### config.mk
export PLATFORM = sky130hd
export DESIGN_NAME = mlp_fsm
export DESIGN_NICKNAME = d
export VERILOG_FILES = /design/src/rtl/mlp_pkg.sv /design/src/rtl/mlp_fsm.sv
export SDC_FILE = /design/constraint.sdc
export NUM_CORES = 1
export LEC_CHECK = 0
export BUFFER_PORTS_ARGS = -buffer_cell sky130_fd_sc_hd__buf_2
export CORE_MARGIN = 1.5
export CORE_UTILIZATION = 25
export CTS_CLUSTER_SIZE = 12
export DETAILED_ROUTE_END_ITERATION = 10
export PLACE_DENSITY_LB_ADDON = 0.05
export SLEW_MARGIN = 20
export SYNTH_ARGS = -nofsm -noshare
export SYNTH_HDL_FRONTEND = slang
export SYNTH_SLANG_ARGS = --single-unit
### constraint.sdc
create_clock -name clk_i -period 6.7 [get_ports clk_i]
set_input_delay 1.34 -clock clk_i [delete_from_list [all_inputs] [get_ports clk_i]]
set_output_delay 1.34 -clock clk_i [all_outputs]
set_load 0.005 [all_outputs]
### src/rtl/mlp_pkg.sv
// Shared types and sizing for the single-layer MLP control FSM.
package mlp_pkg;

    localparam int unsigned N_IN    = 256;
    localparam int unsigned N_OUT   = 8;
    localparam int unsigned MAC_LAT = 2;

    localparam int unsigned W_AW  = $clog2(N_IN * N_OUT);
    localparam int unsigned X_AW  = $clog2(N_IN);
    localparam int unsigned ROW_W = $clog2(N_OUT);

    // Terminal counts; one shared counter covers every timed state
    localparam logic [W_AW-1:0]  W_LAST   = W_AW'(N_IN * N_OUT - 1);
    localparam logic [W_AW-1:0]  X_LAST   = W_AW'(N_IN - 1);
    localparam logic [W_AW-1:0]  D_LAST   = W_AW'(MAC_LAT - 1);
    localparam logic [ROW_W-1:0] ROW_LAST = ROW_W'(N_OUT - 1);

    typedef enum logic [2:0] {
        StIdle,
        StLoadW,
        StLoadX,
        StMac,
        StDrain,
        StWb,
        StDone
    } state_e;

endpackage

### src/rtl/mlp_fsm.sv
// Control FSM of a single-layer MLP engine: weight/input loads, then a MAC pass
// writing results into the other half of a ping-pong x buffer.
// Optional feature: define MLP_FSM_ACC_CLR_EN to add acc_clr_o (first MAC cycle of each row).
module mlp_fsm
    import mlp_pkg::*;
(
    input  logic            clk_i,
    input  logic            rst_ni,
    input  logic            init_valid_i,
    output logic            init_ready_o,
    input  logic            start_valid_i,
    output logic            start_ready_o,
    output logic            result_valid_o,
    output logic            w_ren_o,
    output logic            w_wen_o,
    output logic [W_AW-1:0] w_addr_o,
    output logic            x_ren_o,
    output logic            x_wen_o,
    output logic            x_sel_o,
    output logic [X_AW-1:0] x_addr_o
`ifdef MLP_FSM_ACC_CLR_EN
    ,
    output logic            acc_clr_o
`endif
);

    state_e             state_q, state_d;
    logic [W_AW-1:0]    cnt_q, cnt_d;
    logic [ROW_W-1:0]   row_q, row_d;
    logic               bank_q, bank_d;
    logic               loaded_q, loaded_d;

    logic               init_ready_d, start_ready_d, result_valid_d;
    logic               w_ren_d, w_wen_d, x_ren_d, x_wen_d, x_sel_d;
    logic [W_AW-1:0]    w_addr_d;
    logic [X_AW-1:0]    x_addr_d;
    logic               acc_clr_d;

    // Next state, counters and flags
    always_comb begin
        state_d  = state_q;
        cnt_d    = cnt_q;
        row_d    = row_q;
        bank_d   = bank_q;
        loaded_d = loaded_q;
        unique case (state_q)
            StIdle: begin
                // init has priority over start when both fire together
                if (init_valid_i) begin
                    state_d = StLoadW;
                    cnt_d   = '0;
                end else if (start_valid_i && loaded_q) begin
                    state_d = StMac;
                    cnt_d   = '0;
                    row_d   = '0;
                end
            end
            StLoadW: begin
                if (cnt_q == W_LAST) begin
                    state_d = StLoadX;
                    cnt_d   = '0;
                end else begin
                    cnt_d = cnt_q + W_AW'(1);
                end
            end
            StLoadX: begin
                if (cnt_q == X_LAST) begin
                    state_d  = StIdle;
                    cnt_d    = '0;
                    loaded_d = 1'b1;
                end else begin
                    cnt_d = cnt_q + W_AW'(1);
                end
            end
            StMac: begin
                if (cnt_q == X_LAST) begin
                    state_d = StDrain;
                    cnt_d   = '0;
                end else begin
                    cnt_d = cnt_q + W_AW'(1);
                end
            end
            StDrain: begin
                if (cnt_q == D_LAST) begin
                    state_d = StWb;
                    cnt_d   = '0;
                end else begin
                    cnt_d = cnt_q + W_AW'(1);
                end
            end
            StWb: begin
                if (row_q == ROW_LAST) begin
                    state_d = StDone;
                    row_d   = '0;
                end else begin
                    state_d = StMac;
                    row_d   = row_q + ROW_W'(1);
                end
            end
            StDone: begin
                // results just written become the next pass's input
                state_d = StIdle;
                bank_d  = ~bank_q;
            end
            default: begin
                state_d = StIdle;
                cnt_d   = '0;
                row_d   = '0;
            end
        endcase
    end

    // Moore outputs evaluated on the next state so the registered copies line up with it
    always_comb begin
        init_ready_d   = (state_d == StIdle);
        start_ready_d  = (state_d == StIdle) && loaded_d;
        result_valid_d = (state_d == StDone);
        w_wen_d        = (state_d == StLoadW);
        w_ren_d        = (state_d == StMac);
        x_ren_d        = (state_d == StMac);
        x_wen_d        = (state_d == StLoadX) || (state_d == StWb);
        acc_clr_d      = (state_d == StMac) && (cnt_d == '0);
        w_addr_d       = '0;
        x_addr_d       = '0;
        x_sel_d        = 1'b0;
        if (state_d == StLoadW) begin
            w_addr_d = cnt_d;
        end else if (state_d == StMac) begin
            w_addr_d = {row_d, cnt_d[X_AW-1:0]};
        end
        if ((state_d == StLoadX) || (state_d == StMac)) begin
            x_addr_d = cnt_d[X_AW-1:0];
            x_sel_d  = bank_d;
        end else if (state_d == StWb) begin
            x_addr_d = X_AW'(row_d);
            x_sel_d  = ~bank_d;
        end
    end

    // State, counters, flags and registered outputs
    always_ff @(posedge clk_i or negedge rst_ni) begin
        if (!rst_ni) begin
            state_q        <= StIdle;
            cnt_q          <= '0;
            row_q          <= '0;
            bank_q         <= 1'b0;
            loaded_q       <= 1'b0;
            init_ready_o   <= 1'b1;
            start_ready_o  <= 1'b0;
            result_valid_o <= 1'b0;
            w_ren_o        <= 1'b0;
            w_wen_o        <= 1'b0;
            w_addr_o       <= '0;
            x_ren_o        <= 1'b0;
            x_wen_o        <= 1'b0;
            x_sel_o        <= 1'b0;
            x_addr_o       <= '0;
`ifdef MLP_FSM_ACC_CLR_EN
            acc_clr_o      <= 1'b0;
`endif
        end else begin
            state_q        <= state_d;
            cnt_q          <= cnt_d;
            row_q          <= row_d;
            bank_q         <= bank_d;
            loaded_q       <= loaded_d;
            init_ready_o   <= init_ready_d;
            start_ready_o  <= start_ready_d;
            result_valid_o <= result_valid_d;
            w_ren_o        <= w_ren_d;
            w_wen_o        <= w_wen_d;
            w_addr_o       <= w_addr_d;
            x_ren_o        <= x_ren_d;
            x_wen_o        <= x_wen_d;
            x_sel_o        <= x_sel_d;
            x_addr_o       <= x_addr_d;
`ifdef MLP_FSM_ACC_CLR_EN
            acc_clr_o      <= acc_clr_d;
`endif
        end
    end

`ifndef MLP_FSM_ACC_CLR_EN
    // Without the port the datapath clears on x_wen_o instead
    logic unused_acc_clr;
    assign unused_acc_clr = acc_clr_d;
`endif

endmodule

==> results.ini, run 1 <==
[yosys]
synthSimpleGateAreaFrac=0.1866
synth_seq_cells=45
yosys_warnings=0
synthCells=195
synth_edf_count=0
synth-xor-area-share=0.02100
synth_top_family_by_area=simple AND/OR/NAND/NOR gates
synthArstFlopShare=1.000
synth_fa_ha_area_frac=0.02400
seq_area_frac_synth=0.5405
synth_mux_area_frac=0.009598
synthFlopType=dfrtp_1
ys_types=49
syn-num-nets=203
syn_area_per_cell_um2=10.70
synth-compound-area-share=0.1752
syn_area_um2=2086

[floorplanning]
dieHeight_um=94.34
io_pins=31
start_util=0.2564
rows=33
core-area_um2=8134
die_area_um2=8900
die_w_um=94.34

[global_routing]
grt_pass1_vias=1632
use_met2=0.2128
grtUsageMet1=0.1633
antenna_found_initial=0
use_met3=0.02657
grt.overflow.total=0
grt_max_degree=46
grt_pass1_wl_um=8542
top_usage_layer=met2
grt_usage=0.1266

[placement]
dp_slack_ns=3.855
gp_congestion=0.7666
placedCellCount=323
place_hpwl_um=3753
port_buffers=30

[timing]
rsz0062_at_grt=false
min_period_over_period=0.3936
final.setup.tns_ns=0
fin_crit_ns=2.637
slew_headroom=0.5254
hold_viol=0
setup_viol=0
slew_violations=0
finalWorstSetupSlack_ns=4.063
tightest_slew_ns=0.7076
fmax_ghz=0.3792
skew_ns=0.009646

[run]
drv_cap=0

[critical_path]
r2r_end=w_addr_o[4]
slowest_stage=o31ai_2
critPathArrivalTime_ns=2.82
reg2regPathDepth=6
startpoint_type=flip-flop
reg2reg_slack_ns=4.06
r2r-start=cnt_q[0]
slowest_delay_ns=0.73
crit_path_end_kind=flip-flop
critPathRequiredTime_ns=6.88
crit_chain=ha_1 > nand3_1 > o31ai_2 > nand4_1 > a31oi_1 > nor2_1
crit_fanout=9
critical_path_class=reg2reg

[worst_hold_path]
hp-class=reg2reg
hold_path_depth=1
whs_endpoint=bank_q
hp-start=bank_q

[detailed_routing]
drt_pre_antenna_iters=4
routedWlPerCell_um=15.61
wl_um=5166
ant_nets=0
dr_total_vias=1574
drt_iter0_markers=55
drc=0
viasPerCell=4.755

[clocking]
cts_resized=0
cts-root-buf=clkbuf_8
h-tree-depth=2
holdBufCountCts=0
cts_setup_buffers=0
cts.sinks=45
cts_buffer_depth=2
cts.clk_slew.worst_paths_ns=0.09
numCtsBuffers=5
cts_tree=built
insertion_delay_ns=0.30

[finish]
final_cells=331
final_core_util=0.2987
nets=233
antennaDiodeCount=0
fill_cells=872
drive_above_1_share=0.2257
area_growth_pct=16.50

[power]
power.leakage_nw=1.078
power.total_uw=452.8
peakVddDrop_uv=64.44
power.density_nw_per_um2=186.4

[run_status]
outcome=completed

==> cell families (layout without fill, tap and decap cells) <==
| kind of cell | count (synthesis) | after routing |
|---|---|---|
| and+or+nand+nor | 71 | 71 |
| AOI/OAI and AO/OA | 46 | 46 |
| DFF | 45 | 45 |
| buffers and inverters | 22 | 53 |
| xor gates and xnor gates | 5 | 5 |
| adders and majority gates | 4 | 4 |
| muxes | 2 | 2 |
==> state kept, by name (all words and copies together), names as in the netlist <==
name            count
x_ren_o             1
cnt_q              11
w_addr_o           11
result_valid_o      1
w_wen_o             1
bank_q              1
start_ready_o       1
x_sel_o             1
row_q               3
loaded_q            1
x_wen_o             1
x_addr_o            8
init_ready_o        1
state_q             3
==> through the flow <==
step / hold WS [ns] / instance area [µm²]
finish: 0.4893 / 2430
global route: 0.5135 / 2430
CTS: 0.4967 / 2427
detailed placement: 0.4811 / 2337
global placement: 0.4823 / 2337
floorplan: 0.4629 / 2086
==> cell usage in the layout, fill, tap and decap left out, types with 2 or more instances in the layout <==
cell      instances
nor2_1           18
nor2b_1           2
a22oi_1           2
and3_1            5
a21oi_1           8
and2_1            4
nand3_1           6
nor3_1            3
buf_4             2
xnor2_1           3
nand2_2           2
nand4_1           3
dfrtp_1          44
o21ai_0           3
o22ai_1           6
nand2_1          12
o31ai_2           2
or4_1             2
inv_1            14
xor2_1            2
a41oi_1           3
clkbuf_8          5
buf_2            29
or3_1             2
a311oi_1          4
nor3b_1           4
o21a_1            2
a31oi_1           5
o211ai_1          2
ha_1              4
mux2i_1           2
==> worst max-delay path by stage <==
stage | start | endpoint | slack, ns
after floorplan | start_valid_i | w_addr_o[3] | 4.15
after global placement | start_valid_i | w_addr_o[4] | 3.86
final | cnt_q[0] | w_addr_o[4] | 4.06
after global routing | cnt_q[0] | x_addr_o[4] | 3.81
after detailed placement | start_valid_i | w_addr_o[4] | 3.86
after CTS | cnt_q[0] | w_addr_o[4] | 4.02
==> worst max-delay path: cells and delay by family, from the launching register on <==
kind / cells / cell delay, ns
adders and majority gates: 1 / 0.23
and+or+nand+nor: 3 / 0.75
AOI/OAI and AO/OA: 2 / 1.14
DFF: 1 / 0.41
==> layout make-up <==
cell class                      instances  area [µm²]  area share
Timing Repair Buffer                   31       160.2     0.06591
Sequential cell                        45        1127      0.4640
Clock inverter                          3       21.27    0.008754
Multi-Input combinational cell        128       868.3      0.3574
Clock buffer                            5       68.82     0.02832
Inverter                               14       52.55     0.02163
Tap cell                              105       131.4     0.05407
==> Yosys cell counts (3+ instances only) <==
cell type  instances  share of area
nand3_1            6          0.014
nand2_1           12          0.022
nor3b_1            4          0.014
xnor2_1            3          0.013
nand4_1            3         0.0090
ha_1               4          0.024
dfrtp_1           44           0.53
buf_2              3         0.0072
and3_1             5          0.015
nor3_1             3         0.0072
clkbuf_1           4         0.0072
o22ai_1            6          0.018
a41oi_1            3          0.013
a31oi_1            5          0.015
o21ai_0            3         0.0072
a21oi_1            8          0.019
nor2_1            18          0.032
a311oi_1           4          0.017
and2_1             4          0.012
inv_1             14          0.025
==> metal layers <==
metal,part of all wire,wire (µm),up-vias
met5,0,0,-
met4,0.011,59,0
met3,0.038,195,7
met2,0.48,2501,33
met1,0.47,2410,767
li1,-,-,767
==> report_power, final <==
group / internal (mW) / switching [mW] / leakage, nW
clock: 0.0742 / 0.100 / 0.0445
sequential: 0.271 / 0 / 0.506
combinational: 0.00101 / 0.00606 / 0.527
(Power assumes the default switching activity.)
==> inputs of run 2 (changes only) <==
Clock period 6.7 ns to 2.6 ns, I/O delays scaled along.
==> results.ini, run 2 (synthesis gave the netlist of run 1 again) <==
[detailed_routing]
drt_iter0_markers=44
drc=0
drt_pre_antenna_iters=4
dr_total_vias=1622
viasPerCell=4.715
routedWlPerCell_um=15.52
ant_nets=0
wl_um=5340

[floorplanning]
die_w_um=94.34
dieHeight_um=94.34
io_pins=31
start_util=0.2564
core-area_um2=8134
rows=33
die_area_um2=8900

[critical_path]
r2r_end=w_addr_o[7]
reg2reg_slack_ns=0.23
r2r-start=cnt_q[4]
crit_chain=or4_1 > or4b_1 > o2111ai_4 > nand2_2 > a21oi_1
reg2regPathDepth=5
slowest_delay_ns=0.65
critPathArrivalTime_ns=2.58
slowest_stage=or4b_1
startpoint_type=flip-flop
critical_path_class=reg2reg
crit_fanout=9
critPathRequiredTime_ns=2.81
crit_path_end_kind=flip-flop

[timing]
slew_headroom=0.6631
skew_ns=0.01296
fmax_ghz=0.4226
rsz0062_at_grt=false
fin_crit_ns=2.366
final.setup.tns_ns=0
min_period_over_period=0.9101
tightest_slew_ns=0.4913
slew_violations=0
hold_slack_ns=0.1757
setup_viol=0
hold_viol=0

[global_routing]
grt_usage=0.1334
grt_pass1_wl_um=8997
antenna_found_initial=0
grt_max_degree=46
grt.overflow.total=0
grt_pass1_vias=1666

[finish]
nets=246
antennaDiodeCount=0
drive_above_1_share=0.2678
area_growth_pct=22.08
final_cells=344
final_common_cell=dfrtp_1
fill_cells=839
multiInputGateArea_um2=877.1
final_core_util=0.3130
seqCellArea_um2=1127
top_regs=cnt_q x11, w_addr_o x11, x_addr_o x8
final_cell_mix=44 x dfrtp_1, 30 x buf_2, 18 x nor2_1, 14 x inv_1, 13 x buf_4

[clocking]
cts_setup_buffers=0
cts.clk_slew.worst_paths_ns=0.10
cts.sinks=45
holdBufCountCts=0
h-tree-depth=2
cts-root-buf=clkbuf_8
cts_buffer_depth=2
insertion_delay_ns=0.31
cts_tree=built
numCtsBuffers=5

[power]
p_seq_frac=0.597
power.total_mw=1.170
intPower_uw=895.7
clkPwrFrac=0.384
power.leakage_nw=1.141
p_sw_uw=274.7
p_comb_frac=0.019
power.density_nw_per_um2=459.7
p_sw_frac=0.2347
peakVddDrop_uv=198.5

[placement]
place_hpwl_um=3929
port_buffers=30
placedCellCount=336
gp_congestion=0.8296

[worst_hold_path]
hp-class=in2async

[run_status]
outcome=completed

[run]
drv_cap=0

[run 2: changes by cell type in the layout (fill, tap and decap cells not counted), sizes merged]
cell  previous run  this run
buf             31        44
[run 2: area by class of cell]
class,count,share of cell area
inverter,14,0.02064
clock buffer,5,0.02703
tap,105,0.05160
clock inverter,3,0.008354
multi-input combinational,128,0.3445
sequential,45,0.4428
timing repair buffer,44,0.1052
[run 2: timing repair]
item	in CTS	in global routing
hold endpoints to repair	0	0
gates resized for setup	0	1
setup endpoints to repair	0	1
[run 2: metal layers]
metal	GRT usage	part of all wire	vias to the layer above
li1	-	-	793
met1	0.1817	0.48	800
met2	0.2164	0.48	23
met3	0.02496	0.030	6
met4	0.03731	0.013	0
met5	0	0	-
[run 2: worst max path at each step]
stage / from / to / cells past startpoint
finish: cnt_q[4] / w_addr_o[7] / 5
global route: cnt_q[0] / start_ready_o / 7
CTS: cnt_q[0] / x_addr_o[4] / 6
detailed placement: cnt_q[0] / x_addr_o[4] / 6
global placement: cnt_q[0] / x_addr_o[4] / 6
floorplan: cnt_q[0] / w_addr_o[3] / 6
[run 2: worst max-delay path, delay by kind of cell (launching register included)]
kind,cells,cell delay (ns)
flops,1,0.44
compound gates,2,0.39
simple gates,3,1.44
[run 2: per-stage QoR]
step | worst slack (ns) | area (µm²)
after floorplan | 0.4626 | 2086
after global placement | 0.2326 | 2447
after global routing | 0.05582 | 2546
final | 0.2338 | 2546
after detailed placement | 0.2301 | 2447
after CTS | 0.2076 | 2537
[run 2: power by group through the flow]
stage / clock [mW] / combinational (mW) / sequential (mW)
after CTS: 0.474 / 0.0237 / 0.699
after global routing: 0.496 / 0.0268 / 0.699
after detailed placement: 0 / 0.0238 / 0.713
after global placement: 0 / 0.0236 / 0.713
after floorplan: 0 / 0.00134 / 0.713
final: 0.449 / 0.0221 / 0.699
==> inputs of run 3 (changes only) <==
Settings changed: REMOVE_ABC_BUFFERS set to 1.
==> results.ini, run 3 (synthesis gave the netlist of run 1 again) <==
[global_routing]
grt_pass1_vias=1636
grt.overflow.total=0
grt_pass1_wl_um=8652
antenna_found_initial=0
grt_max_degree=46
grt_usage=0.1289

[detailed_routing]
routedWlPerCell_um=15.06
viasPerCell=4.693
ant_nets=0
dr_total_vias=1638
wl_um=5255
drt_pre_antenna_iters=4
drc=0
drt_iter0_markers=43

[placement]
port_buffers=30
place_hpwl_um=3813
gp_congestion=0.7647
placedCellCount=341
dp_slack_ns=0.2524

[timing]
tightest_slew_ns=0.5720
rsz0062_at_grt=false
skew_ns=0.007977
fmax_ghz=0.4237
slew_violations=0
final.setup.tns_ns=0
finalWorstSetupSlack_ns=0.2400
slew_headroom=0.6187
hold_viol=0
setup_viol=0
hold_slack_ns=0.2906
fin_crit_ns=2.360
min_period_over_period=0.9077

[critical_path]
critPathArrivalTime_ns=2.57
reg2reg_slack_ns=0.24
critical_path_class=reg2reg
critPathRequiredTime_ns=2.81
startpoint_type=flip-flop
crit_fanout=9
reg2regPathDepth=7
crit_path_end_kind=flip-flop

[clocking]
insertion_delay_ns=0.30
cts_resized=0
cts-root-buf=clkbuf_8
cts_setup_buffers=0
holdBufCountCts=0
cts_tree=built
numCtsBuffers=5
h-tree-depth=2
cts.sinks=45
cts.clk_slew.worst_paths_ns=0.09
cts_buffer_depth=2

[finish]
area_growth_pct=24.30
top_regs=cnt_q x11, w_addr_o x11, x_addr_o x8
drive_above_1_share=0.2828
final_cell_mix=44 x dfrtp_1, 30 x buf_2, 19 x buf_4, 18 x nor2_1, 14 x inv_1
nets=251
final_common_cell=dfrtp_1
antennaDiodeCount=0
final_cells=349

[floorplanning]
start_util=0.2564
rows=33
io_pins=31
die_area_um2=8900
dieHeight_um=94.34
die_w_um=94.34
core-area_um2=8134

[worst_hold_path]
hp-class=in2async

[power]
power.leakage_nw=1.171
peakVddDrop_uv=151.3
power.total_mw=1.274
power.density_nw_per_um2=491.3

[run]
drv_cap=0

[run_status]
outcome=completed

run 3: cell types whose count changed in the layout (fill, tap and decap cells not counted), sizes merged:
cell | before | now
inv | 15 | 14
buf | 44 | 49
clkinv | 1 | 0
clkbuf | 5 | 6
bufinv | 0 | 1
run 3: per-stage QoR:
step                utilization  instance area (µm²)
floorplan                     -                 2048
global placement         0.3040                 2472
detailed placement       0.3040                 2472
CTS                      0.3187                 2592
global route             0.3187                 2592
finish                   0.3187                 2592
run 3: per-layer routing:
layer / track usage / wire length [µm] / vias up
met1: 0.1775 / 2498 / 799
met4: 0.03731 / 49 / 0
met5: 0 / 0 / -
met2: 0.2038 / 2530 / 37
met3: 0.02738 / 176 / 4
li1: - / - / 798
run 3: final timing paths:
path | endpoint | from
max | w_addr_o[7] | cnt_q[1]
min | row_q[0] | rst_ni
max reg2reg | w_addr_o[7] | cnt_q[1]
min reg2reg | bank_q | bank_q
max in group asynchronous | cnt_q[7] | rst_ni
min in group clk_i | bank_q | bank_q
run 3: where the power goes:
group          internal [mW]  switching, mW  leakage [nW]
Sequential             0.699              0         0.506
Clock                  0.313          0.243        0.0574
Combinational        0.00313         0.0156         0.607
run 3: final cells by class:
class                      instances  area (µm²)
clock inverter                     2       37.54
sequential                        45        1127
tap                              105       131.4
clock buffer                       6       82.58
fill                             839        5542
inverter                          14       52.55
timing repair buffer              49       292.8
multi-input combinational        128       868.3
run 3: worst max-delay path, stage by stage, from the launching register on:
cell and delay (ns):
dfrtp_1 0.42, inv_1 0.07, ha_1 0.12, or3b_1 0.39
or4b_1 0.68, o2111ai_4 0.21, nand2_2 0.20, a21oi_1 0.18
